$ cat config.mk
export PLATFORM = sky130hd
export DESIGN_NAME = div_ctrl
export DESIGN_NICKNAME = d
export VERILOG_FILES = /design/src/rtl/div_pkg.sv /design/src/rtl/div_sign_fix.sv /design/src/rtl/div_ctrl.sv
export SDC_FILE = /design/constraint.sdc
export NUM_CORES = 1
export LEC_CHECK = 0
export ABC_AREA = 0
export CORE_UTILIZATION = 45
export DETAILED_ROUTE_END_ITERATION = 7
export PLACE_DENSITY = 0.73
export SLEW_MARGIN = 20
export SYNTH_ARGS = -nofsm -noshare
export SYNTH_HDL_FRONTEND = slang
export SYNTH_SLANG_ARGS = --single-unit
export TNS_END_PERCENT = 1
$ cat constraint.sdc
create_clock -name clock -period 2.4 [get_ports clock]
set_input_delay 0.6 -clock clock [delete_from_list [all_inputs] [get_ports clock]]
set_output_delay 0.6 -clock clock [all_outputs]
set_load 0.03 [all_outputs]
$ cat src/rtl/div_pkg.sv
// Shared definitions for the divide controller: datapath width, FSM encoding and
// the sign-fixup flags carried from operand acceptance to result writeback.
package div_pkg;

    localparam int unsigned XLEN = 32;

    typedef logic [XLEN-1:0] word_t;

    // Quotient reported for a zero divisor; the remainder is the dividend itself.
    localparam word_t DIV0_LO = '1;

    typedef enum logic [2:0] {
        IDLE,
        LAUNCH,
        WAIT_ACK,
        WAIT_DONE,
        FIX,
        DONE,
        DRAIN
    } state_t;

    typedef struct packed {
        logic neg_q;
        logic neg_r;
    } fix_t;

endpackage

$ cat src/rtl/div_sign_fix.sv
// Conditional two's-complement negation: yields |x| for operand preparation and
// applies the sign correction to the unsigned divider results.
module div_sign_fix
    import div_pkg::*;
(
    input  logic [XLEN-1:0] val,
    input  logic            neg,
    output logic [XLEN-1:0] res
);

    assign res = neg ? -val : val;

endmodule

$ cat src/rtl/div_ctrl.sv
// DIV/DIVU sequencer: feeds magnitudes to an external unsigned divider, applies
// the sign fixup and commits HI (remainder) / LO (quotient).
module div_ctrl
    import div_pkg::*;
(
    input  logic            clock,
    input  logic            resetn,
    input  logic            div_req,
    input  logic            div_signed,
    input  logic [XLEN-1:0] op_a,
    input  logic [XLEN-1:0] op_b,
    input  logic            flush,
    output logic            dv_start,
    output logic [XLEN-1:0] dv_a,
    output logic [XLEN-1:0] dv_b,
    input  logic            dv_busy,
    input  logic [XLEN-1:0] dv_q,
    input  logic [XLEN-1:0] dv_r,
    output logic            stall,
    output logic            done,
    output logic [XLEN-1:0] hi,
    output logic [XLEN-1:0] lo
);

    state_t state;
    fix_t   fix;
    word_t  q_reg;
    word_t  r_reg;
    word_t  abs_a;
    word_t  abs_b;
    word_t  fix_q;
    word_t  fix_r;

    div_sign_fix u_abs_a (
        .val (op_a),
        .neg (div_signed & op_a[XLEN-1]),
        .res (abs_a)
    );

    div_sign_fix u_abs_b (
        .val (op_b),
        .neg (div_signed & op_b[XLEN-1]),
        .res (abs_b)
    );

    div_sign_fix u_fix_q (
        .val (q_reg),
        .neg (fix.neg_q),
        .res (fix_q)
    );

    div_sign_fix u_fix_r (
        .val (r_reg),
        .neg (fix.neg_r),
        .res (fix_r)
    );

    // Combinational so a request arriving in IDLE freezes upstream in the same cycle.
    assign stall = resetn &&
                   ((state inside {LAUNCH, WAIT_ACK, WAIT_DONE, FIX}) ||
                    ((state inside {IDLE, DRAIN}) && div_req && !flush));

    always_ff @(posedge clock or negedge resetn) begin
        if (!resetn) begin
            // NOTE: the holding registers are reset too, so every output is defined from reset onward.
            state    <= IDLE;
            fix      <= '0;
            q_reg    <= '0;
            r_reg    <= '0;
            dv_start <= 1'b0;
            dv_a     <= '0;
            dv_b     <= '0;
            done     <= 1'b0;
            hi       <= '0;
            lo       <= '0;
        end else begin
            // NOTE: non-blocking throughout; the low defaults make dv_start and done single-cycle pulses.
            dv_start <= 1'b0;
            done     <= 1'b0;
            case (state)
                IDLE: begin
                    if (div_req && !flush) begin
                        fix.neg_q <= div_signed & (op_a[XLEN-1] ^ op_b[XLEN-1]);
                        fix.neg_r <= div_signed & op_a[XLEN-1];
                        if (op_b == '0) begin
                            lo    <= DIV0_LO;
                            hi    <= op_a;
                            done  <= 1'b1;
                            state <= DONE;
                        end else begin
                            dv_a     <= abs_a;
                            dv_b     <= abs_b;
                            dv_start <= 1'b1;
                            state    <= LAUNCH;
                        end
                    end
                end
                // dv_start is already on the wire here, so a flush must still drain the divider.
                LAUNCH: begin
                    state <= flush ? DRAIN : WAIT_ACK;
                end
                WAIT_ACK: begin
                    if (flush) begin
                        state <= DRAIN;
                    end else if (dv_busy) begin
                        state <= WAIT_DONE;
                    end
                end
                WAIT_DONE: begin
                    if (flush) begin
                        state <= DRAIN;
                    end else if (!dv_busy) begin
                        q_reg <= dv_q;
                        r_reg <= dv_r;
                        state <= FIX;
                    end
                end
                FIX: begin
                    if (flush) begin
                        state <= dv_busy ? DRAIN : IDLE;
                    end else begin
                        lo    <= fix_q;
                        hi    <= fix_r;
                        done  <= 1'b1;
                        state <= DONE;
                    end
                end
                // Result already committed on entry, so a flush here has nothing to cancel.
                DONE: begin
                    state <= IDLE;
                end
                DRAIN: begin
                    if (!dv_busy) begin
                        state <= IDLE;
                    end
                end
                default: begin
                    state <= IDLE;
                end
            endcase
        end
    end

endmodule

==> flow_summary.yaml, run 1 <==
status:
  status: "finished with violations"
  violations: "negative setup slack"
power:
  p_comb_share_pct: 51.9
  ir_drop_mv: 0.795
  share_clk_of_total_power_pct: 15.9
  p_int_uw: 10800
  p_leak_uw: 0.00639
  p_per_area_mw_per_mm2: 1210
  p_sw_uw: 8030
  seq_power_share_pct: 32.2
  p_sw_share_pct: 42.6
yosys:
  yosysTopAreaCell: "dfrtp_1"
  avgSynthCellArea_um2: 9.67
  ys.flop_type: "dfrtp_1"
  synth_cell_types: 61
  synth_nets: 1227
  synth_warnings: 0
  synthCells: 1089
  synth_seq_cells: 199
  synthTopCellsByArea: "dfrtp_1 47%, mux2_2 6.6%, xor2_1 5.4%"
  synth_edf_count: 0
  netlist_area_mm2: 0.0105
  async_flop_share_pct: 100
  ys_seq_area_share_pct: 47.3
  synth.top_cell.area_share_pct: 47.3
floorplanning:
  num_rows: 55
  start_util_pct: 46.2
  die_y_um: 155
  die_area_mm2: 0.0240
  core_area_mm2: 0.0228
  die_w_um: 155
  ios: 265
final_layout:
  drive_gt1_share_pct: 23.4
  mostFrequentLayoutCells: "257 x clkdlybuf4s50_1, 199 x dfrtp_1, 147 x buf_4"
  syn2layout_area_growth_pct: 48.5
  nNetsFinal: 1623
  fillers: 1721
  layout_commonest_cell: "clkdlybuf4s50_1"
  instances_no_fill: 1812
routing:
  drt-vias-per-instance: 5.42
  drc: 0
  wirelength_um: 32000
  ant_nets: 0
  drtIter0Drc: 581
  wire_per_inst_um: 17.6
  dr_total_vias: 9824
  detail_route.first_pass.iterations: 7
min_path:
  hp-class: "in2async"
sta:
  min_period_ns: 2.43
  clock_skew_ns: 0.00977
  clock.fmax_mhz: 412
  tightestPinTransition_ns: 0.764
  fin_ws_ns: -0.0301
  maxSlewHeadroom_pct: 49.1
  rsz0062_at_grt: "true"
  hold_violations: 0
  final-max-slew-violation-count: 0
  setup_viol: 15
  finalCritPeriodShare_pct: 101
cts:
  clk_path_buf_depth: 2
  numCtsBuffers: 17
  cts_tree: "built"
  cts_hold_buf: 0
  htreeDepth: 4
  cts-root-buf: "clkbuf_16"
  cts.sinks: 199
  clock_latency_ns: 0.44
  clk_pin_slew_ns: 0.07
global_route:
  grt_use_total_pct: 26.9
  grt_pass1_wl_um: 50600
  antenna_found_initial: 1
  grt_max_degree: 145
  overflow: 0
  grt_pass1_vias: 9413
placement:
  portBuffers: 264
  dp.cells: 1771
  post-place-ws_ns: -0.822
  place_hpwl_um: 23500
  globalplace.congestion: 0.886
setup_path:
  r2r_cells: 6
  startpoint_type: "primary input"
  path_max_fanout: 6
  regToRegSetupSlack_ns: 0
  crit_path_end_kind: "register"
  crit_type: "in2reg"
  worstPathArrival_ns: 2.79
  required_ns: 2.76
flow_run:
  drv_cap: 0
worst max-delay path, stage by stage:
cell and delay, ns:
clkdlybuf4s50_1 0.44, or3_1 0.44, nand2b_4 0.17, and4bb_2 0.37, a31oi_4 0.14, inv_4 0.11, buf_12 0.12, buf_16 0.12
buf_6 0.11, nor2_2 0.03, a31oi_1 0.13
power by group through the flow:
stage	clock network (uW)	logic [uW]	registers, uW
final	2990	9780	6080
after global routing	3180	10500	6270
after CTS	3030	9710	6040
after detailed placement	0	9490	6080
after global placement	0	9280	6030
after floorplan	0	3620	7820
metal layers:
| metal | share of wire, % | wire [um] | GRT usage (%) | vias to the layer above |
|---|---|---|---|---|
| li1 | - | - | - | 4670 |
| met1 | 44 | 14100 | 37.8 | 4744 |
| met2 | 47 | 15000 | 42.7 | 377 |
| met3 | 6.9 | 2220 | 4.54 | 33 |
| met4 | 2.0 | 649 | 7.78 | 0 |
| met5 | 0 | 0 | 0 | - |
cells in the mapped netlist (all sizes together), types with 19 or more instances:
library cell / n
a21oi: 103
a31oi: 29
buf: 19
clkbuf: 43
dfrtp: 199
mux2: 62
nand2: 82
nor2: 156
nor3: 20
o21ai: 71
o31ai: 23
o41ai: 19
xnor2: 47
xor2: 65
what timing repair did:
action,CTS,global route
buffers inserted,4,1
setup endpoints to repair,132,127
resized for setup,47,29
pin swaps,11,10
cloned,4,0
cell type report:
cell class / instances / area (um2) / area share, %
antenna: 1 / 2.50 / 0.0160
clock buffer: 21 / 470 / 3.01
clock inverter: 11 / 140 / 0.896
inverter: 15 / 58.8 / 0.376
multi-input combinational: 815 / 5420 / 34.6
sequential: 199 / 4980 / 31.8
tap: 313 / 392 / 2.50
timing repair buffer: 437 / 4180 / 26.7
cells by family after synthesis:
| family | Yosys count | share of synthesized area (%) |
|---|---|---|
| XOR/XNOR | 112 | 9.31 |
| AND/OR/NAND/NOR | 357 | 16.0 |
| buffers and inverters | 77 | 3.49 |
| adder cells (fa/ha/maj) | 4 | 0.475 |
| AO/OA/AOI/OAI | 273 | 16.3 |
| flip-flops | 199 | 47.3 |
| multiplexers | 67 | 7.10 |
through the flow:
| step | hold slack (ns) | utilization (%) | total power [uW] | setup TNS (ns) | cell area (um2) |
|---|---|---|---|---|---|
| 2_1_floorplan | 0.304 | - | 11400 | -22.44 | 10500 |
| 3_3_place_gp | 0.452 | 64.4 | 15300 | -91.46 | 14700 |
| 3_5_place_dp | 0.458 | 64.4 | 15600 | -97.90 | 14700 |
| 4_1_cts | 0.397 | 68.1 | 18800 | -2.27 | 15500 |
| 5_1_grt | 0.357 | 68.7 | 19900 | -1.82 | 15600 |
| 6_report | 0.354 | 68.7 | 18900 | -0.222 | 15600 |
path summary, 6_finish.rpt:
check | startpoint | to
worst max register to register | q_reg[10]$_DFFE_PN0P_ | lo[24]$_DFFE_PN0P_
min in group clock | hi[20]$_DFFE_PN0P_ | hi[20]$_DFFE_PN0P_
worst min-delay path | resetn | r_reg[27]$_DFFE_PN0P_
max in group asynchronous | resetn | dv_b[27]$_DFFE_PN0P_
worst max-delay path | op_b[14] | lo[9]$_DFFE_PN0P_
worst min register to register | hi[20]$_DFFE_PN0P_ | hi[20]$_DFFE_PN0P_
No activity file was read; power rests on OpenSTA's default activity.
==> run 2, diff against run 1 <==
Settings changed: HOLD_SLACK_MARGIN set to 0.03, REMOVE_ABC_BUFFERS set to 1.
==> run 2 against run 1 <==
The flow still finishes with violations (negative setup slack). Hold slack worse by 0.052 ns. Combinational power down 2%. Register-to-register slack worse by 0.05 ns. Total power up 0.45%. Cell count down 1.1%. Count of clock-buffer cells in the layout down 1. Critical endpoint is now hi[30]$_DFFE_PN0P_. Largest cell class unchanged. Highest routed layer unchanged.
==> flow_summary.yaml, run 2 (same netlist as run 1, synthesis figures left out) <==
global_route:
  grt_use_total_pct: 26.7
  overflow: 0
  grt_pass1_vias: 9445
  grt_pass1_wl_um: 50100
  grt_max_degree: 107
  antenna_found_initial: 1
routing:
  wire_per_inst_um: 17.6
  ant_nets: 0
  detail_route.first_pass.iterations: 5
  drc: 0
  drtIter0Drc: 578
  drt-vias-per-instance: 5.42
  dr_total_vias: 9720
  wirelength_um: 31500
setup_path:
  worstPathArrival_ns: 2.82
  crit_path_end_kind: "register"
  crit_type: "in2reg"
  reg2reg_to: "lo[24]$_DFFE_PN0P_"
  regToRegSetupSlack_ns: -0.05
  required_ns: 2.75
  r2r_cells: 6
  worstReg2RegStart: "q_reg[10]$_DFFE_PN0P_"
  path_max_fanout: 5
  critPathCapture: "hi[30]$_DFFE_PN0P_"
  startpoint_type: "primary input"
  crit_start: "op_b[21]"
cts:
  clk_pin_slew_ns: 0.07
  cts.sinks: 199
  cts_tree: "built"
  cts-root-buf: "clkbuf_16"
  htreeDepth: 4
  cts_hold_buf: 0
  numCtsBuffers: 17
  clock_latency_ns: 0.44
  clk_path_buf_depth: 2
sta:
  min_period_ns: 2.47
  clock.fmax_mhz: 405
  tightestPinTransition_ns: 0.689
  clock_skew_ns: 0.0130
  hold_violations: 0
  setup_viol: 56
  finalCritPeriodShare_pct: 103
  tns_ns: -0.757
  fin_ws_ns: -0.0688
  maxSlewHeadroom_pct: 54.1
  final-max-slew-violation-count: 0
  rsz0062_at_grt: "true"
placement:
  place_hpwl_um: 23000
  placed_area_mm2: 0.0145
  globalplace.congestion: 0.886
  portBuffers: 264
  dp.cells: 1756
floorplanning:
  die_w_um: 155
  die_y_um: 155
  num_rows: 55
  die_area_mm2: 0.0240
  ios: 265
  core_area_mm2: 0.0228
  start_util_pct: 46.2
final_layout:
  fillers: 1783
  drive_gt1_share_pct: 22.5
  syn2layout_area_growth_pct: 46.7
  layout_commonest_cell: "clkdlybuf4s50_1"
  nNetsFinal: 1604
  antenna_cells: 0
  design_area_mm2: 0.0154
  instances_no_fill: 1792
  mostFrequentLayoutCells: "254 x clkdlybuf4s50_1, 199 x dfrtp_1, 141 x buf_4"
status:
  status: "finished with violations"
  violations: "negative setup slack"
power:
  fin_total_pwr_uw: 18900
  p_leak_uw: 0.00631
  p_per_area_mw_per_mm2: 1230
  ir_drop_mv: 0.585
flow_run:
  drv_cap: 0
min_path:
  hp-class: "in2async"
-- run 2: timing repair --
action	CTS	global route
setup buffers	2	0
pin swaps	6	1
setup endpoints to repair	131	127
cloned	1	1
resized for setup	33	37
-- run 2: area by class of cell --
cell class / instances / area (um2) / area share (%)
Inverter: 15 / 61.3 / 0.397
Timing Repair Buffer: 419 / 3950 / 25.5
Clock inverter: 12 / 211 / 1.37
Clock buffer: 20 / 457 / 2.96
Tap cell: 313 / 392 / 2.54
Sequential cell: 199 / 4980 / 32.2
Multi-Input combinational cell: 814 / 5400 / 35.0
-- run 2: per-stage QoR --
| step | setup WS [ns] | util, % | hold WS [ns] |
|---|---|---|---|
| after global routing | -0.126 | 67.8 | 0.327 |
| after detailed placement | -0.952 | 63.8 | 0.467 |
| after global placement | -0.869 | 63.8 | 0.459 |
| after floorplan | -2.98 | - | 0.304 |
| final | -0.0688 | 67.8 | 0.301 |
| after CTS | -0.107 | 67.3 | 0.309 |
-- run 2: per-layer routing --
| layer | track usage [%] | wire (um) | part of all wire [%] | vias to the layer above |
|---|---|---|---|---|
| li1 | - | - | - | 4626 |
| met1 | 35.0 | 13600 | 43 | 4679 |
| met2 | 42.7 | 14800 | 47 | 364 |
| met3 | 5.71 | 2140 | 6.8 | 51 |
| met4 | 11.2 | 945 | 3.0 | 0 |
| met5 | 0 | 0 | 0 | - |
-- run 2: worst min path at each step --
stage                                endpoint  cells after the start
after global routing      dv_a[0]$_DFFE_PN0P_                      2
after CTS                 dv_a[2]$_DFFE_PN0P_                      2
after floorplan                done$_DFF_PN0_                      0
after detailed placement   hi[20]$_DFFE_PN0P_                      2
final                      hi[17]$_DFFE_PN0P_                      2
after global placement     hi[20]$_DFFE_PN0P_                      2
-- run 2: power breakdown --
group	switching, uW	internal (uW)
logic	5400	4230
clock network	1330	1930
registers	1220	4830
total	7950	11000
-- run 2: worst max-delay path, cell delays in order --
cell,delay (ns)
dlygate4sd2_1,0.25
or4_4,0.42
or4_4,0.44
and4bb_4,0.37
a31oi_4,0.17
clkinv_4,0.14
buf_4,0.13
buf_4,0.11
nor2_1,0.04
a41oi_1,0.15
==> run 3, diff against run 2 <==
Settings changed: PLACE_DENSITY 0.73 to not set, PLACE_DENSITY_LB_ADDON set to 0.2.
==> run 3 against run 2 <==
The flow still finishes with violations (negative setup slack). Worst setup slack gained 0.010 ns. Utilization increased by 2.4 points. Via count shrank 0.36%. Total power grew 1.2%. Clock skew down 0.0019 ns. Largest cell class unchanged. Highest routed layer is now met5.
==> flow_summary.yaml, run 3 (same netlist as run 1, synthesis figures left out) <==
status:
  status: "finished with violations"
  violations: "negative setup slack"
global_route:
  grt_max_degree: 159
  grt_pass1_wl_um: 50600
  grt_use_total_pct: 26.8
  overflow: 0
  antenna_found_initial: 3
  grt_pass1_vias: 9536
setup_path:
  critPathBufInv: 4
  worstPathArrival_ns: 2.78
  path_max_fanout: 7
  startpoint_type: "primary input"
  cpLargestDelayFamily: "simple AND/OR/NAND/NOR gates"
  crit_path_cell_trace: "buf_6 > or4_4 > or4_4 > and4bb_4 > a31oi_4 > buf_12 > buf_12 > buf_8 > nand2_1 > o21ai_1"
  cp_slowest_stage_delay_ns: 0.55
  required_ns: 2.72
  slowest_stage: "or4_4"
  crit_type: "in2reg"
  crit_path_end_kind: "register"
floorplanning:
  die_w_um: 155
  die_area_mm2: 0.0240
  start_util_pct: 46.2
  ios: 265
  num_rows: 55
  die_y_um: 155
  core_area_mm2: 0.0228
cts:
  clk_pin_slew_ns: 0.07
  htreeDepth: 4
  numCtsBuffers: 17
  clk_path_buf_depth: 2
  cts_hold_buf: 0
  cts.sinks: 199
  cts_tree: "built"
  clock_latency_ns: 0.43
  cts-root-buf: "clkbuf_16"
placement:
  place_hpwl_um: 23000
  portBuffers: 264
  dp.cells: 1768
  post-place-ws_ns: -0.870
  globalplace.congestion: 0.864
routing:
  drc: 0
  ant_nets: 0
  detail_route.first_pass.iterations: 7
  drtIter0Drc: 466
  wirelength_um: 31500
  drt-vias-per-instance: 5.33
  wire_per_inst_um: 17.4
  dr_total_vias: 9685
final_layout:
  mostFrequentLayoutCells: "256 x clkdlybuf4s50_1, 199 x dfrtp_1, 152 x buf_4"
  layout_commonest_cell: "clkdlybuf4s50_1"
  instances_no_fill: 1816
  syn2layout_area_growth_pct: 51.9
  fillers: 1726
  nNetsFinal: 1629
  drive_gt1_share_pct: 28.0
min_path:
  hp-class: "in2async"
sta:
  tightestPinTransition_ns: 0.960
  clock_skew_ns: 0.0111
  clock.fmax_mhz: 407
  maxSlewHeadroom_pct: 36.0
  fin_ws_ns: -0.0586
  hold_violations: 0
  hold-worst-slack_ns: 0.301
  final-max-slew-violation-count: 0
  finalCritPeriodShare_pct: 102
  setup_viol: 42
  rsz0062_at_grt: "true"
  min_period_ns: 2.46
  tns_ns: -0.844
power:
  ir_drop_mv: 0.635
  p_leak_uw: 0.00645
  fin_total_pwr_uw: 19200
  p_per_area_mw_per_mm2: 1200
flow_run:
  drv_cap: 0
-- run 3: cell types whose count changed in the layout (fill, tap and decap cells not counted), sizes merged --
cell and delta:
clkinvlp +3, inv -2, diode +1, clkbuf -4, dlymetal6s2s -2, buf +30, clkinv -1, clkdlybuf4s50 +2
bufinv -2, dlygate4sd2 -1
-- run 3: per-stage QoR --
step | utilization (%) | area (um2)
4_1_cts | 68.9 | 15700
5_1_grt | 70.3 | 16000
3_3_place_gp | 64.2 | 14600
3_5_place_dp | 64.2 | 14600
6_report | 70.3 | 16000
2_1_floorplan | - | 10200
-- run 3: path summary, 6_finish.rpt --
path	from	endpoint	slack (ns)	cells past startpoint
setup / recovery	op_b[21]	hi[16]$_DFFE_PN0P_	-0.06	10
hold / removal	resetn	dv_b[14]$_DFFE_PN0P_	0.30	2
setup reg to reg	q_reg[1]$_DFFE_PN0P_	lo[24]$_DFFE_PN0P_	0.05	8
hold reg to reg	hi[4]$_DFFE_PN0P_	hi[4]$_DFFE_PN0P_	0.49	2
max in group asynchronous	resetn	q_reg[8]$_DFFE_PN0P_	1.30	2
min in group clock	hi[4]$_DFFE_PN0P_	hi[4]$_DFFE_PN0P_	0.49	2
-- run 3: final cells by class --
type | count | area [um2] | share of cell area, %
clock inverter | 10 | 146 | 0.915
antenna | 1 | 2.50 | 0.0156
inverter | 15 | 61.3 | 0.383
multi-input combinational | 814 | 5700 | 35.6
sequential | 199 | 4980 | 31.1
clock buffer | 20 | 447 | 2.79
tap | 313 | 392 | 2.45
timing repair buffer | 444 | 4280 | 26.7
-- run 3: repair_timing --
action                     in CTS  in global routing
gates cloned                    6                  0
pin swaps                       9                 19
gates resized for setup       104                 74
setup buffers                  11                  0
hold endpoints to repair        0                  0
setup endpoints to repair     132                129
-- run 3: routing by layer --
layer / share of wire (%) / global-route usage, % / up-vias / routed length (um)
met2: 48 / 44.7 / 297 / 15100
li1: - / - / 4672 / -
met5: 0.041 / 0 / - / 13
met3: 6.3 / 5.38 / 48 / 1980
met4: 2.5 / 8.25 / 2 / 773
met1: 43 / 35.2 / 4666 / 13700
-- run 3: power by group --
part	switching, uW	internal (uW)
Sequential	1360	4830
Clock	1260	1670
Combinational	5480	4570
